--- config.mk ---
export PLATFORM = sky130hd
export DESIGN_NAME = fetch_aligner
export DESIGN_NICKNAME = d
export VERILOG_FILES = /design/src/rtl/y86_pkg.sv /design/src/rtl/instr_len.sv /design/src/rtl/fetch_aligner.sv
export SDC_FILE = /design/constraint.sdc
export NUM_CORES = 1
export LEC_CHECK = 0
export BUFFER_PORTS_ARGS = -buffer_cell sky130_fd_sc_hd__buf_4
export CAP_MARGIN = 25
export CORE_MARGIN = 5
export CORE_UTILIZATION = 58
export DETAILED_ROUTE_END_ITERATION = 6
export PLACE_DENSITY_LB_ADDON = 0.2
export SETUP_SLACK_MARGIN = 0.3
export SYNTH_ARGS = -nofsm -noshare
export SYNTH_HDL_FRONTEND = slang
export SYNTH_HIERARCHICAL = 1
export SYNTH_SLANG_ARGS = --single-unit
--- constraint.sdc ---
create_clock -name clk -period 6.15 [get_ports clk]
set_input_delay 1.23 -clock clk [delete_from_list [all_inputs] [get_ports clk]]
set_output_delay 1.23 -clock clk [all_outputs]
set_load 0.01 [all_outputs]
--- src/rtl/y86_pkg.sv ---
// y86_pkg: shared Y86 icode, instruction-length and fetch-state definitions.
package y86_pkg;
    localparam logic [3:0] I_HALT   = 4'h0;
    localparam logic [3:0] I_NOP    = 4'h1;
    localparam logic [3:0] I_RRMOVQ = 4'h2;
    localparam logic [3:0] I_IRMOVQ = 4'h3;
    localparam logic [3:0] I_RMMOVQ = 4'h4;
    localparam logic [3:0] I_MRMOVQ = 4'h5;
    localparam logic [3:0] I_OPQ    = 4'h6;
    localparam logic [3:0] I_JXX    = 4'h7;
    localparam logic [3:0] I_CALL   = 4'h8;
    localparam logic [3:0] I_RET    = 4'h9;
    localparam logic [3:0] I_PUSHQ  = 4'hA;
    localparam logic [3:0] I_POPQ   = 4'hB;
    localparam logic [3:0] LEN_1  = 4'd1;
    localparam logic [3:0] LEN_2  = 4'd2;
    localparam logic [3:0] LEN_9  = 4'd9;
    localparam logic [3:0] LEN_10 = 4'd10;
    typedef enum logic {S_RUN, S_HALTED} state_t;
endpackage

--- src/rtl/instr_len.sv ---
// instr_len: decodes an icode into instruction length and field-presence flags.
module instr_len
    import y86_pkg::*;
(
    input  logic [3:0] icode_i,
    output logic [3:0] len_o,
    output logic       need_regids_o,
    output logic       need_valc_o,
    output logic       invalid_o
);
    assign invalid_o     = icode_i > I_POPQ;
    assign need_regids_o = icode_i inside {I_RRMOVQ, I_IRMOVQ, I_RMMOVQ, I_MRMOVQ, I_OPQ, I_PUSHQ, I_POPQ};
    assign need_valc_o   = icode_i inside {I_IRMOVQ, I_RMMOVQ, I_MRMOVQ, I_JXX, I_CALL};
    assign len_o = invalid_o ? LEN_1 :
                   need_valc_o ? (need_regids_o ? LEN_10 : LEN_9) :
                   need_regids_o ? LEN_2 : LEN_1;
endmodule

--- src/rtl/fetch_aligner.sv ---
// fetch_aligner: byte-stream to Y86 instruction aligner over a circular buffer; FETCH_ALIGNER_STATS_EN adds instr_count.
module fetch_aligner
    import y86_pkg::*;
#(
    parameter int          FETCH_BYTES = 4,
    parameter int          BUF_BYTES   = 16,
    parameter logic [63:0] RESET_PC    = 64'h0
) (
    input  logic                     clk,
    input  logic                     rst,
    input  logic [8*FETCH_BYTES-1:0] in_data,
    input  logic                     in_valid,
    output logic                     in_ready,
    input  logic                     flush,
    input  logic [63:0]              flush_pc,
    output logic                     out_valid,
    input  logic                     out_ready,
    output logic [3:0]               out_icode,
    output logic [3:0]               out_ifun,
    output logic [3:0]               out_rA,
    output logic [3:0]               out_rB,
    output logic [63:0]              out_valC,
    output logic [63:0]              out_pc,
    output logic [63:0]              out_valP,
    output logic                     out_instr_err,
    output logic                     halted
`ifdef FETCH_ALIGNER_STATS_EN
    ,
    output logic [31:0]              instr_count
`endif
);
    localparam int PW = $clog2(BUF_BYTES);
    localparam int CW = $clog2(BUF_BYTES + 1);

    logic [7:0]    buf_q [BUF_BYTES];
    logic [PW-1:0] rd_q, wr_q;
    logic [CW-1:0] count_q, count_d;
    logic [63:0]   pc_q;
    state_t        state_q;
    logic [79:0]   win;
    logic [3:0]    len;
    logic          need_regids, need_valc, invalid, run, push, pop;

    function automatic logic [PW-1:0] wrap(input int v);
        return PW'(v >= BUF_BYTES ? v - BUF_BYTES : v);
    endfunction

    // Ten-byte window starting at the read pointer, unwrapped across the buffer end.
    always_comb begin
        win = '0;
        for (int k = 0; k < 10; k++) win[8*k +: 8] = buf_q[wrap(int'(rd_q) + k)];
    end

    instr_len u_len (
        .icode_i      (win[7:4]),
        .len_o        (len),
        .need_regids_o(need_regids),
        .need_valc_o  (need_valc),
        .invalid_o    (invalid)
    );

    assign run           = !rst && state_q == S_RUN;
    assign in_ready      = run && int'(count_q) <= BUF_BYTES - FETCH_BYTES;
    assign out_valid     = run && int'(count_q) >= int'(len);
    assign push          = in_valid && in_ready && !flush;
    assign pop           = out_valid && out_ready && !flush;
    assign count_d       = count_q + (push ? CW'(FETCH_BYTES) : '0) - (pop ? CW'(len) : '0);
    assign out_icode     = win[7:4];
    assign out_ifun      = win[3:0];
    assign out_rA        = need_regids ? win[15:12] : 4'hF;
    assign out_rB        = need_regids ? win[11:8] : 4'hF;
    assign out_valC      = !need_valc ? '0 : need_regids ? win[79:16] : win[71:8];
    assign out_pc        = pc_q;
    assign out_valP      = pc_q + 64'(len);
    assign out_instr_err = out_valid && invalid;
    assign halted        = !rst && state_q == S_HALTED;

    // Byte storage: an accepted beat lands at the write pointer, wrapping as needed.
    always_ff @(posedge clk) begin
        if (push)
            for (int i = 0; i < FETCH_BYTES; i++) buf_q[wrap(int'(wr_q) + i)] <= in_data[8*i +: 8];
    end

    // Pointers, occupancy, PC and run/halt state; rst beats flush beats push/pop.
    always_ff @(posedge clk) begin
        if (rst) begin
            rd_q    <= '0;
            wr_q    <= '0;
            count_q <= '0;
            pc_q    <= RESET_PC;
            state_q <= S_RUN;
        end else if (flush) begin
            rd_q    <= '0;
            wr_q    <= '0;
            count_q <= '0;
            pc_q    <= flush_pc;
            state_q <= S_RUN;
        end else begin
            count_q <= count_d;
            if (push) wr_q <= wrap(int'(wr_q) + FETCH_BYTES);
            if (pop) begin
                rd_q <= wrap(int'(rd_q) + int'(len));
                pc_q <= out_valP;
                if (out_icode == I_HALT || invalid) state_q <= S_HALTED;
            end
        end
    end

`ifdef FETCH_ALIGNER_STATS_EN
    logic [31:0] instr_count_q;

    // Accepted-instruction counter; survives flush, wraps naturally.
    always_ff @(posedge clk) begin
        if (rst) instr_count_q <= '0;
        else if (pop) instr_count_q <= instr_count_q + 32'd1;
    end

    assign instr_count = instr_count_q;
`endif
endmodule
==> impl_metrics.ini <==
[sta]
slew_viol_final = 0
final.setup_skew_ns = 0.0140
rsz0062_at_grt = no
fin_ws_ns = 0.501
finalSetupViolCount = 0
tightestPinTransition_ns = 1.04
finalHoldViolCount = 0
fmax_ghz = 0.177
period_share_pct = 91.9
relSlewSlack_pct = 29.8
tns_ns = 0
finalCriticalPeriod_ns = 5.65

[synth]
synth-seq-area-share_pct = 31.7
synth_warnings = 6
synthesis.nets = 1589
synthSimpleGateAreaFrac_pct = 15.0
async_reset_ff_share_pct = 0
yosys_register_bits = 208
synth_top_family_by_area = multiplexers
muxShareOfSynthArea_pct = 34.2
synth_top_area_cell = mux4_2
synth_top_cells_by_area = mux4_2 (28%), edfxtp_1 (22%), dfxtp_1 (9.3%), mux2i_1 (5.2%), nor2b_1 (2.5%)
synthDistinctLibCells = 80
syn_inst = 1456
synth_xor_xnor_area_share_pct = 4.13
yosys.area.top_type_share_pct = 27.7
synthAdderAreaFrac_pct = 2.51
syn_area_per_cell_sq_um = 11.8
synth_compound_area_share_pct = 8.19
synthesis.area_sq_um = 17200
synth_top_flop_cell = edfxtp_1
synth_edf_count = 128

[critical_path]
path_cells = mux4_2 -> and2_0 -> o21ai_2 -> nand3_2 -> nor2b_2 -> a31o_4 -> inv_2 -> ha_1 -> inv_1 -> fa_2 -> nand2b_4 -> a211oi_4 -> buf_12 -> nand3_4 -> or3_4 -> xnor2_1 -> buf_4
path_delay_family = simple AND/OR/NAND/NOR gates
worstPathMaxFanout = 9
cp_num_buf_inv = 4
start_kind = flip-flop
required_ns = 4.92
rrSetupSlack_ns = 1.34
crit_path_end_kind = output port
path_class = flip-flop to output port
cp_slowest_cell = mux4_2
slowest_delay_ns = 0.50
crit_arrival_ns = 4.42

[floorplanning]
start_util_pct = 58.4
die_width_um = 182
die_area_sq_um = 33100
core_area_sq_um = 29400
io_pins = 313
num_rows = 63
dieHeight_um = 182

[route]
first_iter_violations = 1627
post-route-drc-count = 0
firstDrtPassIters = 5
vias_per_cell = 6.95
routed-via-count = 14800
routedWlPerCell_um = 26.0
ant_nets = 0
routed_wl_mm = 55.3

[min_path]
min_path_type = flip-flop to flip-flop

[global_routing]
grt_pass1_wl_mm = 85.4
overflow = 0
grt_max_degree = 115
antenna_found_initial = 2
track_usage_pct = 32.2
first_global_vias = 14500

[placement]
hpwl_mm = 39.5
port-buffer-count = 312
place_congestion = 0.977
dp_slack_ns = 0.291

[clock_tree]
cts_tree = built
htreeDepth = 1
cts_buffer_depth = 3
clkLatencyLatePin_ns = 0.53
cts_made_buffers = 24
cts.clk_slew.worst_paths_ns = 0.06
cts_root_buf = clkbuf_16
cts_sinks = 208
hold_buffers = 0

[finish]
layout.nets = 1856
fillers = 2033
synthToLayoutAreaGrowth_pct = 22.7
n_antenna_cell = 0
drive_above_1_share_pct = 39.9
final_cell_mix = buf_4 (361), mux4_2 (211), edfxtp_1 (128), nor2_1 (109), mux2i_1 (89)
mostFrequentLayoutCell = buf_4
utilization_pct = 71.6

[pwr]
power_mw = 4.28
p_leak_nw = 7.49
power_density_nw_per_um2 = 203
vdd_ir_drop_max_uv = 169

[run_status]
status = complete, no violations

[run]
max-cap-violations = 0
-- report_power, final --
group | total, mW | switching [mW] | internal [mW]
Clock | 1.53 | 0.599 | 0.934
Combinational | 1.12 | 0.574 | 0.550
Sequential | 1.62 | 0.0923 | 1.53
-- stage by stage --
step	instance area (sq um)	cells	hold WS, ns
2_1_floorplan	17200	1456	0.469
3_3_place_gp	19700	2063	0.484
3_5_place_dp	19700	2063	0.500
4_1_cts	20800	2123	0.508
5_1_grt	21100	2131	0.538
6_report	21100	2131	0.506
-- Yosys cell counts, types with 6 or more instances --
master	count
nor3_1	28
a311oi_1	35
edfxtp_1	128
and4_1	6
dfxtp_1	80
o21ai_0	21
or3_1	14
xnor2_1	35
mux4_2	211
and2_1	23
nand4_1	33
inv_1	32
nor4_1	23
o31ai_1	28
clkbuf_1	65
nand3_1	24
mux2i_1	89
nand2_1	86
buf_2	40
a21oi_1	11
xor2_1	46
ha_1	28
or4_1	26
o41a_1	9
nor2b_1	69
buf_1	15
o2111a_1	7
and3_1	11
mux2_2	9
nor2_1	109
o21ai_1	9
a2111oi_1	8
-- worst paths after layout --
check                           cells after the start   startpoint           end
worst max-delay path                               17    flip-flop  out_valP[58]
worst min-delay path                                2      wr_q[3]       wr_q[3]
worst max register to register                     16  buf_q[6][4]    out_pc[63]
worst min register to register                      2      wr_q[3]       wr_q[3]
-- area by class of cell --
class | instances | area, sq um | share of cell area, %
Inverter | 36 | 136 | 0.648
Tap cell | 390 | 488 | 2.32
Clock buffer | 28 | 616 | 2.92
Clock inverter | 16 | 230 | 1.09
Timing Repair Buffer | 370 | 2880 | 13.7
Multi-Input combinational cell | 1083 | 11200 | 53.4
Sequential cell | 208 | 5460 | 25.9
-- worst register-to-register path, delay by kind of cell, from the launching register on --
| kind | cells | cell delay, ns |
|---|---|---|
| buffers and inverters | 3 | 0.57 |
| DFF | 1 | 0.47 |
| AOI/OAI and AO/OA | 5 | 0.79 |
| adders and majority gates | 1 | 0.28 |
| and+or+nand+nor | 6 | 2.11 |
| muxes | 1 | 0.50 |
-- per-layer routing --
| metal | vias up | wire (um) | GRT usage [%] |
|---|---|---|---|
| met5 | - | 27 | 0 |
| met4 | 4 | 1780 | 9.79 |
| met3 | 136 | 6400 | 7.91 |
| met2 | 1048 | 26600 | 51.9 |
| met1 | 7251 | 20500 | 43.6 |
| li1 | 6363 | - | - |
-- cell families after synthesis --
| kind of cell | Yosys count |
|---|---|
| AND/OR/NAND/NOR | 477 |
| AO/OA/AOI/OAI | 177 |
| adder cells (fa/ha/maj) | 32 |
| multiplexers | 314 |
| buffers and inverters | 166 |
| other | 1 |
| XOR/XNOR | 81 |
| flip-flops | 208 |
-- registers in the layout, summed over array words and instances, names as in the netlist, named ones only --
name / cells
count_q: 5
rd_q: 4
buf_q: 128
wr_q: 2
state_q: 1
out_pc: 64
-- what timing repair did --
item                                   in CTS  in global routing
setup endpoints to repair                  37                 49
pin swaps                                   4                  3
resized for setup                          21                 28
cloned                                      1                  0
endpoints found under the hold margin       0                  0
setup buffers                              15                  5
No activity file was read; power rests on OpenSTA's default activity.
